$ cat src/rtl/dpu_result_packer.sv
// Packs per-cycle DPU result words into bulk-width lines and queues them in a small output FIFO.
// Optional DPU_PACKER_DROP_CNT_EN adds a saturating dropped-word counter on port drop_count.
module dpu_result_packer #(
  parameter int unsigned WORD_BITWIDTH = 16,
  parameter int unsigned BULK_BITWIDTH = 256,
  parameter int unsigned FIFO_DEPTH    = 2,
  parameter int unsigned COUNT_WIDTH   = 16,
  localparam int unsigned WORDS        = BULK_BITWIDTH / WORD_BITWIDTH,
  localparam int unsigned CW           = $clog2(WORDS) + 1
) (
  input  logic                     clk,
  input  logic                     rst,
  input  logic                     cfg_valid,
  input  logic [CW-1:0]            cfg_words,
  input  logic [COUNT_WIDTH-1:0]   cfg_lines,
  input  logic                     word_valid,
  input  logic [WORD_BITWIDTH-1:0] word_data,
  output logic                     bulk_valid,
  input  logic                     bulk_ready,
  output logic [BULK_BITWIDTH-1:0] bulk_data,
  output logic                     bulk_last,
  output logic                     busy,
`ifdef DPU_PACKER_DROP_CNT_EN
  output logic                     overflow,
  output logic [COUNT_WIDTH-1:0]   drop_count
`else
  output logic                     overflow
`endif
);

  localparam int unsigned PW   = (FIFO_DEPTH > 1) ? $clog2(FIFO_DEPTH) : 1;
  localparam int unsigned CNTW = $clog2(FIFO_DEPTH + 1);

  typedef enum logic [1:0] {StIdle, StPack, StDrain} state_e;

  state_e                   state_q, state_d;
  logic [CW-1:0]            wpl_q, idx_q;
  logic [COUNT_WIDTH-1:0]   lines_left_q;
  logic [BULK_BITWIDTH-1:0] asm_q, line;
  logic                     overflow_q;
  logic [BULK_BITWIDTH-1:0] fifo_data_q [FIFO_DEPTH];
  logic                     fifo_last_q [FIFO_DEPTH];
  logic [PW-1:0]            wr_ptr_q, rd_ptr_q;
  logic [CNTW-1:0]          count_q, count_d;
  logic [CW-1:0]            cfg_wpl;

  logic cfg_accept, pop, full, push_ok, word_in, completing, push, drop, last_line;

  assign cfg_accept = (state_q == StIdle) && cfg_valid && (cfg_lines != '0);
  assign pop        = (count_q != '0) && bulk_ready;
  assign full       = (count_q == CNTW'(FIFO_DEPTH));
  // A full FIFO still accepts a line when its head leaves on the same edge.
  assign push_ok    = !full || pop;
  assign word_in    = (state_q == StPack) && word_valid;
  assign completing = word_in && (idx_q == wpl_q - CW'(1));
  assign push       = completing && push_ok;
  assign drop       = completing && !push_ok;
  assign last_line  = (lines_left_q == COUNT_WIDTH'(1));
  assign count_d    = count_q + CNTW'(push) - CNTW'(pop);
  assign cfg_wpl    = ((cfg_words == '0) || (cfg_words > CW'(WORDS))) ? CW'(WORDS) : cfg_words;

  always_comb begin
    line = asm_q;
    line[32'(idx_q) * WORD_BITWIDTH +: WORD_BITWIDTH] = word_data;
  end

  // FSM: state register
  always_ff @(posedge clk) begin
    if (rst) state_q <= StIdle;
    else     state_q <= state_d;
  end

  // FSM: next state
  always_comb begin
    state_d = state_q;
    unique case (state_q)
      StIdle:  if (cfg_accept) state_d = StPack;
      StPack:  if (push && last_line) state_d = StDrain;
      StDrain: if (count_d == '0) state_d = StIdle;
      default: state_d = StIdle;
    endcase
  end

  // FSM: outputs
  always_comb begin
    busy       = (state_q != StIdle);
    bulk_valid = (count_q != '0);
    bulk_data  = bulk_valid ? fifo_data_q[rd_ptr_q] : '0;
    bulk_last  = bulk_valid && fifo_last_q[rd_ptr_q];
    overflow   = overflow_q;
  end

  always_ff @(posedge clk) begin
    if (rst) begin
      wpl_q        <= CW'(WORDS);
      idx_q        <= '0;
      lines_left_q <= '0;
      asm_q        <= '0;
      overflow_q   <= 1'b0;
    end else if (cfg_accept) begin
      wpl_q        <= cfg_wpl;
      idx_q        <= '0;
      lines_left_q <= cfg_lines;
      asm_q        <= '0;
      overflow_q   <= 1'b0;
    end else if (push) begin
      idx_q        <= '0;
      asm_q        <= '0;
      lines_left_q <= lines_left_q - COUNT_WIDTH'(1);
    end else if (drop) begin
      overflow_q   <= 1'b1;
    end else if (word_in) begin
      asm_q        <= line;
      idx_q        <= idx_q + CW'(1);
    end
  end

  always_ff @(posedge clk) begin
    if (rst) begin
      wr_ptr_q <= '0;
      rd_ptr_q <= '0;
      count_q  <= '0;
    end else begin
      count_q <= count_d;
      if (push) wr_ptr_q <= (wr_ptr_q == PW'(FIFO_DEPTH - 1)) ? '0 : wr_ptr_q + PW'(1);
      if (pop)  rd_ptr_q <= (rd_ptr_q == PW'(FIFO_DEPTH - 1)) ? '0 : rd_ptr_q + PW'(1);
    end
  end

  always_ff @(posedge clk) begin
    if (push) begin
      fifo_data_q[wr_ptr_q] <= line;
      fifo_last_q[wr_ptr_q] <= last_line;
    end
  end

`ifdef DPU_PACKER_DROP_CNT_EN
  logic [COUNT_WIDTH-1:0] drop_cnt_q;

  always_ff @(posedge clk) begin
    if (rst || cfg_accept)             drop_cnt_q <= '0;
    else if (drop && drop_cnt_q != '1) drop_cnt_q <= drop_cnt_q + COUNT_WIDTH'(1);
  end

  assign drop_count = drop_cnt_q;
`endif

endmodule
$ cat config.mk
export PLATFORM = sky130hd
export DESIGN_NAME = dpu_result_packer
export DESIGN_NICKNAME = d
export VERILOG_FILES = /design/src/rtl/dpu_result_packer.sv
export SDC_FILE = /design/constraint.sdc
export NUM_CORES = 1
export LEC_CHECK = 0
export ABC_AREA = 1
export BUFFER_PORTS_ARGS = -buffer_cell sky130_fd_sc_hd__buf_2
export CAP_MARGIN = 20
export CORE_MARGIN = 1
export CORE_UTILIZATION = 45
export DETAILED_ROUTE_END_ITERATION = 10
export PLACE_DENSITY = 0.61
export SETUP_SLACK_MARGIN = 0.5
export SYNTH_ARGS = -nofsm -noshare
export SYNTH_HDL_FRONTEND = slang
export SYNTH_SLANG_ARGS = --single-unit
$ cat constraint.sdc
create_clock -name clk -period 14.95 [get_ports clk]
set_input_delay 1.495 -clock clk [delete_from_list [all_inputs] [get_ports clk]]
set_output_delay 1.495 -clock clk [all_outputs]
set_load 0.1 [all_outputs]
# == After elaboration in Yosys (flattened, before gate mapping) ==
# Memory sizes are Yosys's and may differ from the RTL's. A register that Yosys moved wholly into a read port is not among the register bits.
# Cells that the tools add are included.
# totals
ff_bits,289
ram_bits,514
inputBits,42
word_cells,74
mem_count,2
# memory_table
memory,depth,word_bits,read_ports,rd_clocked_by_memory_dff,wr,line,source
fifo_data_q,2,256,1,1,1,41,logic [BULK_BITWIDTH-1:0] fifo_data_q [FIFO_DEPTH];
fifo_last_q,2,1,1,1,1,42,logic fifo_last_q [FIFO_DEPTH];
# classes
addsub,8
n_lt_le_gt_ge,1
eq_ne,8
shifts,2
n_mux,17
bitwise,2
n_reduce_logical,25
# op_table
op,count
$bwmux W256,1
$mux W256,1
$shift A16 B34 Y256 const A,1
$shiftx A16 B34 Y256,1
$neg A9 Y34,1
$mux W16,2
$eq A16 B1 Y1 const B,1
$reduce_bool A16 Y1,1
$sub A16 B1 Y16 const B,1
$logic_and A1 B1 Y1,9
$mux W1,8
$mux W2,3
$pmux W2 S3,1
$reduce_bool A2 Y1,3
$add A5 B1 Y5 const B,1
$eq A5 B5 Y1,1
$gt A5 B5 Y1 const B,1
$logic_not A5 Y1,1
$mux W5,1
$sub A5 B1 Y5 const B,1
$eq A2 B2 Y1 const B,2
$logic_not A2 Y1,2
$ne A2 B2 Y1 const B,2
$reduce_and A2 Y1,2
11 further kinds,15

# == Longest topological paths before layout ==
# Gate-level depths: netlist of run 1.
# logic_depth
depth_word,9
ltp_mapped,18
ltp_nobuf,17

# == Least setup slack after synthesis of run 1 ==
# No wires, ideal clock.
# synth_path
path_kind,input port to flip-flop
start,input port word_valid
end,memory fifo_data_q[0][0] (enable)
t_arrival_ns,12.881
path_slack_ns,1.188
stages,7
path_buffers,1
path_cell_list,nand2_1 nor2_1 nand2_1 nor2_2 nand2_2 clkbuf_1 nor2_1
# synth_via
elab_chain_len,5
# synth_lines
element,line,source
from (decl),16,"input logic word_valid,"
$logic_and A1 B1 Y1,54,assign word_in = (state_q == StPack) && word_valid;
$logic_and A1 B1 Y1,55,assign completing = word_in && (idx_q == wpl_q - CW'(1));
$logic_and A1 B1 Y1,56,assign push = completing && push_ok;
$mux W1,131,if (push) begin
$mux W1 (implied by the code),132,fifo_data_q[wr_ptr_q] <= line;
to (decl),41,
# Every way passes these cells.

==> impl_metrics.py, run 1 <==
metrics = {
    "cells_and_area": {
        "final_layout_size_suffix_gt1_frac": 0.109,
        "regArea_mm2": 0.0212,
        "n_fill_cell": 7236,
        "final_cell_mix": "nand2_1 (1582), nor2_1 (588), edfxtp_1 (514)",
        "layout_commonest_cell": "nand2_1",
        "fin_nets": 4472,
        "multi_input_area_mm2": 0.0119,
        "diodes": 0,
        "syn_to_final_growth_pct": 13.8,
        "final_cells": 5529,
    },
    "logic_synthesis": {
        "yosysWarnings": 0,
        "syn-num-nets": 4308,
        "ys_ff_latch": 804,
        "synth-edff-count": 514,
        "yosysSeqAreaShare": 0.599,
        "synth_area_leader_cell": "edfxtp_1",
        "synthCells": 4257,
        "synth.avg_cell_area_um2": 8.33,
        "synth_ff_type": "edfxtp_1",
        "synth.top_cell.area_share": 0.435,
        "netlist_area_mm2": 0.0355,
        "synth.distinct_cells": 32,
        "netlist_top_cells_area": "edfxtp_1 (44%), nand2_1 (17%), dfxtp_1 (16%), nor2_1 (6.3%), a21oi_1 (4.1%)",
        "synthArstFlopShare": 0,
    },
    "detailed_routing": {
        "drcViolationCount": 0,
        "vias": 27930,
        "wl_met2_um": 46800,
        "drt_iter0_markers": 2383,
        "drt-vias-per-instance": 5.05,
        "wl_um": 100000,
        "top_layer": "met4",
        "wirelength_met1_um": 44400,
        "ant_nets": 0,
        "wl_per_cell_um": 18.1,
        "firstDrtPassIters": 6,
        "wl_met3_um": 5310,
    },
    "setup_path": {
        "critical_path_class": "reg2out",
        "cp.depth": 5,
        "critPathCaptureType": "primary output",
        "cp.required_ns": 13.46,
        "max_stage_delay_ns": 0.90,
        "cp-start-kind": "flop",
        "timing.rr.start": "idx_q[1]$_SDFFE_PP0P_",
        "r2r_slack_ns": 10.22,
        "crit_arrival_ns": 4.11,
        "path_common_cell": "buf_4",
        "cpLargestDelayFamily": "buffers and inverters",
        "critPathSlowestCell": "buf_4",
        "r2r_end": "asm_q[225]$_SDFFE_PP0P_",
        "path_buf_inv": 3,
        "cp_max_fo": 85,
        "r2r_cells": 11,
        "endpoint": "bulk_data[172]",
        "cp_cell_sequence": "buf_4, buf_4, nand2_1, a21oi_1, buf_2",
    },
    "timing": {
        "rsz0062_at_grt": "false",
        "skew_ns": 0.0252,
        "slew_headroom": 0.222,
        "finalCriticalPeriod_ns": 5.60,
        "hold_viol": 0,
        "fin_setup_tns_ns": 0,
        "slew_viol_final": 0,
        "fin_crit_sh": 0.375,
        "max_freq_mhz": 178,
        "worstMarginPinSlew_ns": 1.17,
        "finalSetupViolations": 0,
    },
    "floorplan": {
        "core_area_mm2": 0.0777,
        "io-pin-count": 302,
        "die-area_mm2": 0.0800,
        "die_w_um": 283,
        "num_rows": 102,
        "die_y_um": 283,
        "initial_core_util": 0.456,
    },
    "pwr": {
        "power_mw": 7.02,
        "internal-power_mw": 3.97,
        "clkPwrFrac": 0.306,
        "switching_share": 0.434,
        "leakage_nw": 17.7,
        "p_per_area_mw_per_mm2": 174,
        "pwr-share-comb": 0.349,
        "p_seq_frac": 0.346,
        "power.net_switching_mw": 3.05,
        "ir_drop_uv": 197,
    },
    "cts": {
        "ctsResizeCount": 0,
        "cts_sinks": 804,
        "cts_setup_buffers": 0,
        "cts.clk_slew.worst_paths_ns": 0.06,
        "cts_buffer_depth": 3,
        "ctsHoldBuffers": 0,
        "cts_buffers": 86,
        "clock_latency_ns": 0.63,
        "cts_tree": "done",
        "htree_levels": 3,
        "clock-root-buffer": "clkbuf_16",
    },
    "place": {
        "place_hpwl_um": 63500,
        "port_buffers": 301,
        "placedCellCount": 5372,
        "routabilityCongestion": 0.871,
    },
    "global_routing": {
        "grt_pass1_vias": 25034,
        "antenna_found_initial": 0,
        "grt_max_degree": 250,
        "grt_pass1_wl_um": 150000,
        "track_usage": 0.248,
        "grt_overflow_total": 0,
    },
    "run": {
        "drv_cap": 0,
    },
    "status": {
        "status": "finished clean",
    },
    "hold_path": {
        "holdCritStartpoint": "overflow$_SDFFE_PP0P_",
        "hp-class": "reg2reg",
    },
}
-- Yosys cell counts (7+ instances only) --
cell         n
nand2_1   1583
nand4_1     71
ha_1         9
xnor2_1      7
dfxtp_1    290
nor2_1     593
nor3_1       9
o21ai_1     85
xor2_1      11
edfxtp_1   514
o21ai_0     41
nand3_1    131
inv_1      328
a21oi_1    293
clkbuf_1   132
buf_2       95
buf_1       32
-- worst min-delay path, cell delays in order (launching register included) --
cell and delay [ns]:
dfxtp_1 0.31, inv_1 0.04, a21oi_1 0.05
-- sequential cells by signal, summed over array words and instances (netlist names), named ones only --
register      cells
lines_left_q     16
state_q           2
rd_ptr_q          1
fifo_data_q     512
fifo_last_q       2
wpl_q             5
asm_q           256
idx_q             5
count_q           2
wr_ptr_q          1
overflow          1
-- power groups by stage --
| stage | Combinational, mW | Clock [mW] | Sequential (mW) |
|---|---|---|---|
| detailed placement | 2.46 | 0 | 2.47 |
| floorplan | 2.00 | 0 | 2.45 |
| CTS | 2.47 | 2.18 | 2.43 |
| global placement | 2.46 | 0 | 2.47 |
| finish | 2.45 | 2.15 | 2.43 |
| global route | 2.57 | 2.27 | 2.43 |
-- layout make-up --
class	instances	area share
sequential	804	0.526
multi-input combinational	2858	0.296
clock buffer	110	0.0568
timing repair buffer	336	0.0452
tap	1040	0.0322
inverter	335	0.0313
clock inverter	46	0.0126
-- stage by stage --
| step | hold slack (ns) | util | area, um^2 | setup slack [ns] |
|---|---|---|---|---|
| floorplan | 0.426 | - | 35500 | 1.19 |
| global route | 0.472 | 0.519 | 40400 | 9.09 |
| CTS | 0.449 | 0.519 | 40300 | 9.21 |
| detailed placement | 0.441 | 0.483 | 37500 | 9.76 |
| global placement | 0.437 | 0.483 | 37500 | 9.81 |
| finish | 0.446 | 0.519 | 40400 | 9.35 |
-- per-layer routing --
layer	vias up	global-route usage
li1	13910	-
met3	154	0.0360
met5	-	0
met1	13101	0.344
met2	765	0.396
met4	0	0.0876
-- how the worst min path moves through the flow --
stage,end,cells after the start
3_3_place_gp,overflow$_SDFFE_PP0P_,2
3_5_place_dp,overflow$_SDFFE_PP0P_,2
4_1_cts,overflow$_SDFFE_PP0P_,2
2_1_floorplan,flop,1
5_1_grt,asm_q[7]$_SDFFE_PP0P_,2
6_report,overflow$_SDFFE_PP0P_,2
-- cells by family after synthesis --
logic type	Yosys count	share of synthesized area
and+or+nand+nor	2406	0.267
AOI/OAI and AO/OA	425	0.0603
buffers and inverters	595	0.0664
adders and majority gates	9	0.00317
xor gates and xnor gates	18	0.00444
DFF	804	0.599
No activity file was read; power rests on OpenSTA's default activity.
==> run 2: changes to the inputs <==
==> constraint.sdc (replaced) <==
create_clock -name clk -period 5.5 [get_ports clk]
set_input_delay 0.55 -clock clk [delete_from_list [all_inputs] [get_ports clk]]
set_output_delay 0.55 -clock clk [all_outputs]
set_load 0.1 [all_outputs]
==> run 2 against run 1 <==
Against the previous run:
- total power rose to 2.7 times the previous value
- combinational power grew to 2.7 times the previous value
- design area rose by 0.69%
- global-route usage decreased by 0.31 points
- critical path depth did not move
- sequential share of layout area shrank 0.36 points
- flip-flop and latch count unchanged
- clock skew down 0.0073 ns
- utilization is 0.36 points higher
- register-to-register slack worse by 8.3 ns
- setup slack worse by 7.5 ns
- routed wire length shrank 0.80%
==> impl_metrics.py, run 2 (same netlist as run 1, synthesis figures left out) <==
metrics = {
    "setup_path": {
        "critical_path_class": "reg2out",
        "r2r_cells": 14,
        "cp-start-kind": "flop",
        "r2r_end": "asm_q[220]$_SDFFE_PP0P_",
        "cp_max_fo": 148,
        "max_stage_delay_ns": 0.69,
        "critPathSlowestCell": "inv_8",
        "cp_cell_sequence": "inv_8, buf_4, nand2_1, a21oi_1, buf_2",
        "endpoint": "bulk_data[136]",
        "r2r_slack_ns": 1.89,
        "crit_arrival_ns": 3.15,
        "timing.rr.start": "wpl_q[0]$_SDFFE_PP0P_",
        "critPathCaptureType": "primary output",
        "cp.required_ns": 4.95,
    },
    "detailed_routing": {
        "firstDrtPassIters": 6,
        "wl_um": 99200,
        "drt-vias-per-instance": 5.03,
        "vias": 27929,
        "wirelength_met1_um": 44300,
        "wl_met2_um": 46800,
        "ant_nets": 0,
        "wl_met3_um": 5340,
        "top_layer": "met4",
        "drcViolationCount": 0,
        "wl_per_cell_um": 17.9,
        "drt_iter0_markers": 2214,
    },
    "timing": {
        "slew_viol_final": 0,
        "max_freq_mhz": 270,
        "skew_ns": 0.0179,
        "finalWorstSetupSlack_ns": 1.80,
        "rsz0062_at_grt": "false",
        "fin_setup_tns_ns": 0,
        "finalCriticalPeriod_ns": 3.70,
        "finalSetupViolations": 0,
        "slew_headroom": 0.311,
        "worstMarginPinSlew_ns": 1.03,
        "hold_viol": 0,
        "fin_crit_sh": 0.673,
    },
    "pwr": {
        "p_per_area_mw_per_mm2": 467,
        "ir_drop_uv": 403,
        "leakage_nw": 17.8,
    },
    "cts": {
        "cts_sinks": 804,
        "cts_setup_buffers": 0,
        "clock-root-buffer": "clkbuf_16",
        "ctsResizeCount": 0,
        "cts.clk_slew.worst_paths_ns": 0.06,
        "cts_buffers": 86,
        "htree_levels": 3,
        "ctsHoldBuffers": 0,
        "cts_buffer_depth": 3,
        "clock_latency_ns": 0.64,
        "cts_tree": "done",
    },
    "global_routing": {
        "antenna_found_initial": 1,
        "grt_pass1_vias": 25011,
        "grt_pass1_wl_um": 149000,
        "track_usage": 0.245,
        "grt_max_degree": 149,
        "grt_overflow_total": 0,
    },
    "cells_and_area": {
        "largestRegisters": "fifo_data_q (512), asm_q (256), lines_left_q (16)",
        "n_fill_cell": 7235,
        "largest_reg_flops": 512,
        "layout_commonest_cell": "nand2_1",
        "final_cell_mix": "nand2_1 (1582), nor2_1 (588), edfxtp_1 (514)",
        "fin_nets": 4485,
        "final_core_util": 0.523,
        "syn_to_final_growth_pct": 14.6,
        "final_layout_size_suffix_gt1_frac": 0.113,
        "final_area_mm2": 0.0407,
        "diodes": 0,
        "largest_register": "fifo_data_q",
    },
    "place": {
        "routabilityCongestion": 0.873,
        "place_hpwl_um": 64800,
        "post_dp_cell_area_mm2": 0.0378,
        "place_ws_ns": 1.94,
        "port_buffers": 301,
    },
    "run": {
        "drv_cap": 0,
    },
    "floorplan": {
        "num_rows": 102,
        "core_area_mm2": 0.0777,
        "initial_core_util": 0.456,
        "die-area_mm2": 0.0800,
        "io-pin-count": 302,
        "die_w_um": 283,
        "die_y_um": 283,
    },
    "status": {
        "status": "finished clean",
    },
    "hold_path": {
        "hp-class": "in2reg",
    },
}
run 2: cell count changes in the layout (fill, tap and decap cells not counted), sizes merged:
cell	before	now
inv	336	338
clkbuf	110	114
clkinv	31	34
buf	336	349
clkinvlp	3	4
bufinv	11	6
run 2: power breakdown:
| group | switching (mW) | internal, mW | leakage, nW |
|---|---|---|---|
| logic | 5.84 | 0.860 | 9.14 |
| registers | 0.0732 | 6.50 | 7.32 |
| clock network | 2.39 | 3.33 | 1.37 |
run 2: worst min path at each step:
| stage | cells after the start | endpoint | from | slack [ns] |
|---|---|---|---|---|
| floorplan | 1 | flop | rd_ptr_q$_SDFFE_PP0P_ | 0.43 |
| global placement | 1 | flop | rd_ptr_q$_SDFFE_PP0P_ | 0.43 |
| detailed placement | 1 | flop | rd_ptr_q$_SDFFE_PP0P_ | 0.43 |
| CTS | 3 | wpl_q[1]$_SDFFE_PP0P_ | cfg_words[1] | 0.18 |
| global route | 3 | wpl_q[1]$_SDFFE_PP0P_ | cfg_words[1] | 0.21 |
| finish | 3 | wpl_q[1]$_SDFFE_PP0P_ | cfg_words[1] | 0.21 |
run 2: worst max-delay path, delay by kind of cell, from the launching register on:
family          cells  cell delay [ns]
simple gates        1             0.09
flops               1             0.43
buf+inv             3             1.61
compound gates      1             0.27
run 2: cell type report:
class | instances | area [um^2] | share of cell area
Sequential cell | 804 | 21200 | 0.523
Tap cell | 1040 | 1300 | 0.0320
Timing Repair Buffer | 349 | 2110 | 0.0518
Clock buffer | 114 | 2370 | 0.0583
Clock inverter | 47 | 414 | 0.0102
Inverter | 335 | 1260 | 0.0311
Multi-Input combinational cell | 2858 | 11900 | 0.294
run 2: routing by layer:
metal | track usage | vias up
met3 | 0.0322 | 147
met2 | 0.395 | 780
met4 | 0.0800 | 0
met1 | 0.342 | 13061
li1 | - | 13941
met5 | 0 | -
run 2: metrics by stage:
step | std cells | power [mW] | hold WS (ns)
3_5_place_dp | 5384 | 13.4 | 0.428
3_3_place_gp | 5384 | 13.4 | 0.434
2_1_floorplan | 4257 | 12.1 | 0.426
4_1_cts | 5545 | 19.1 | 0.184
5_1_grt | 5547 | 19.7 | 0.211
6_report | 5547 | 19.0 | 0.212
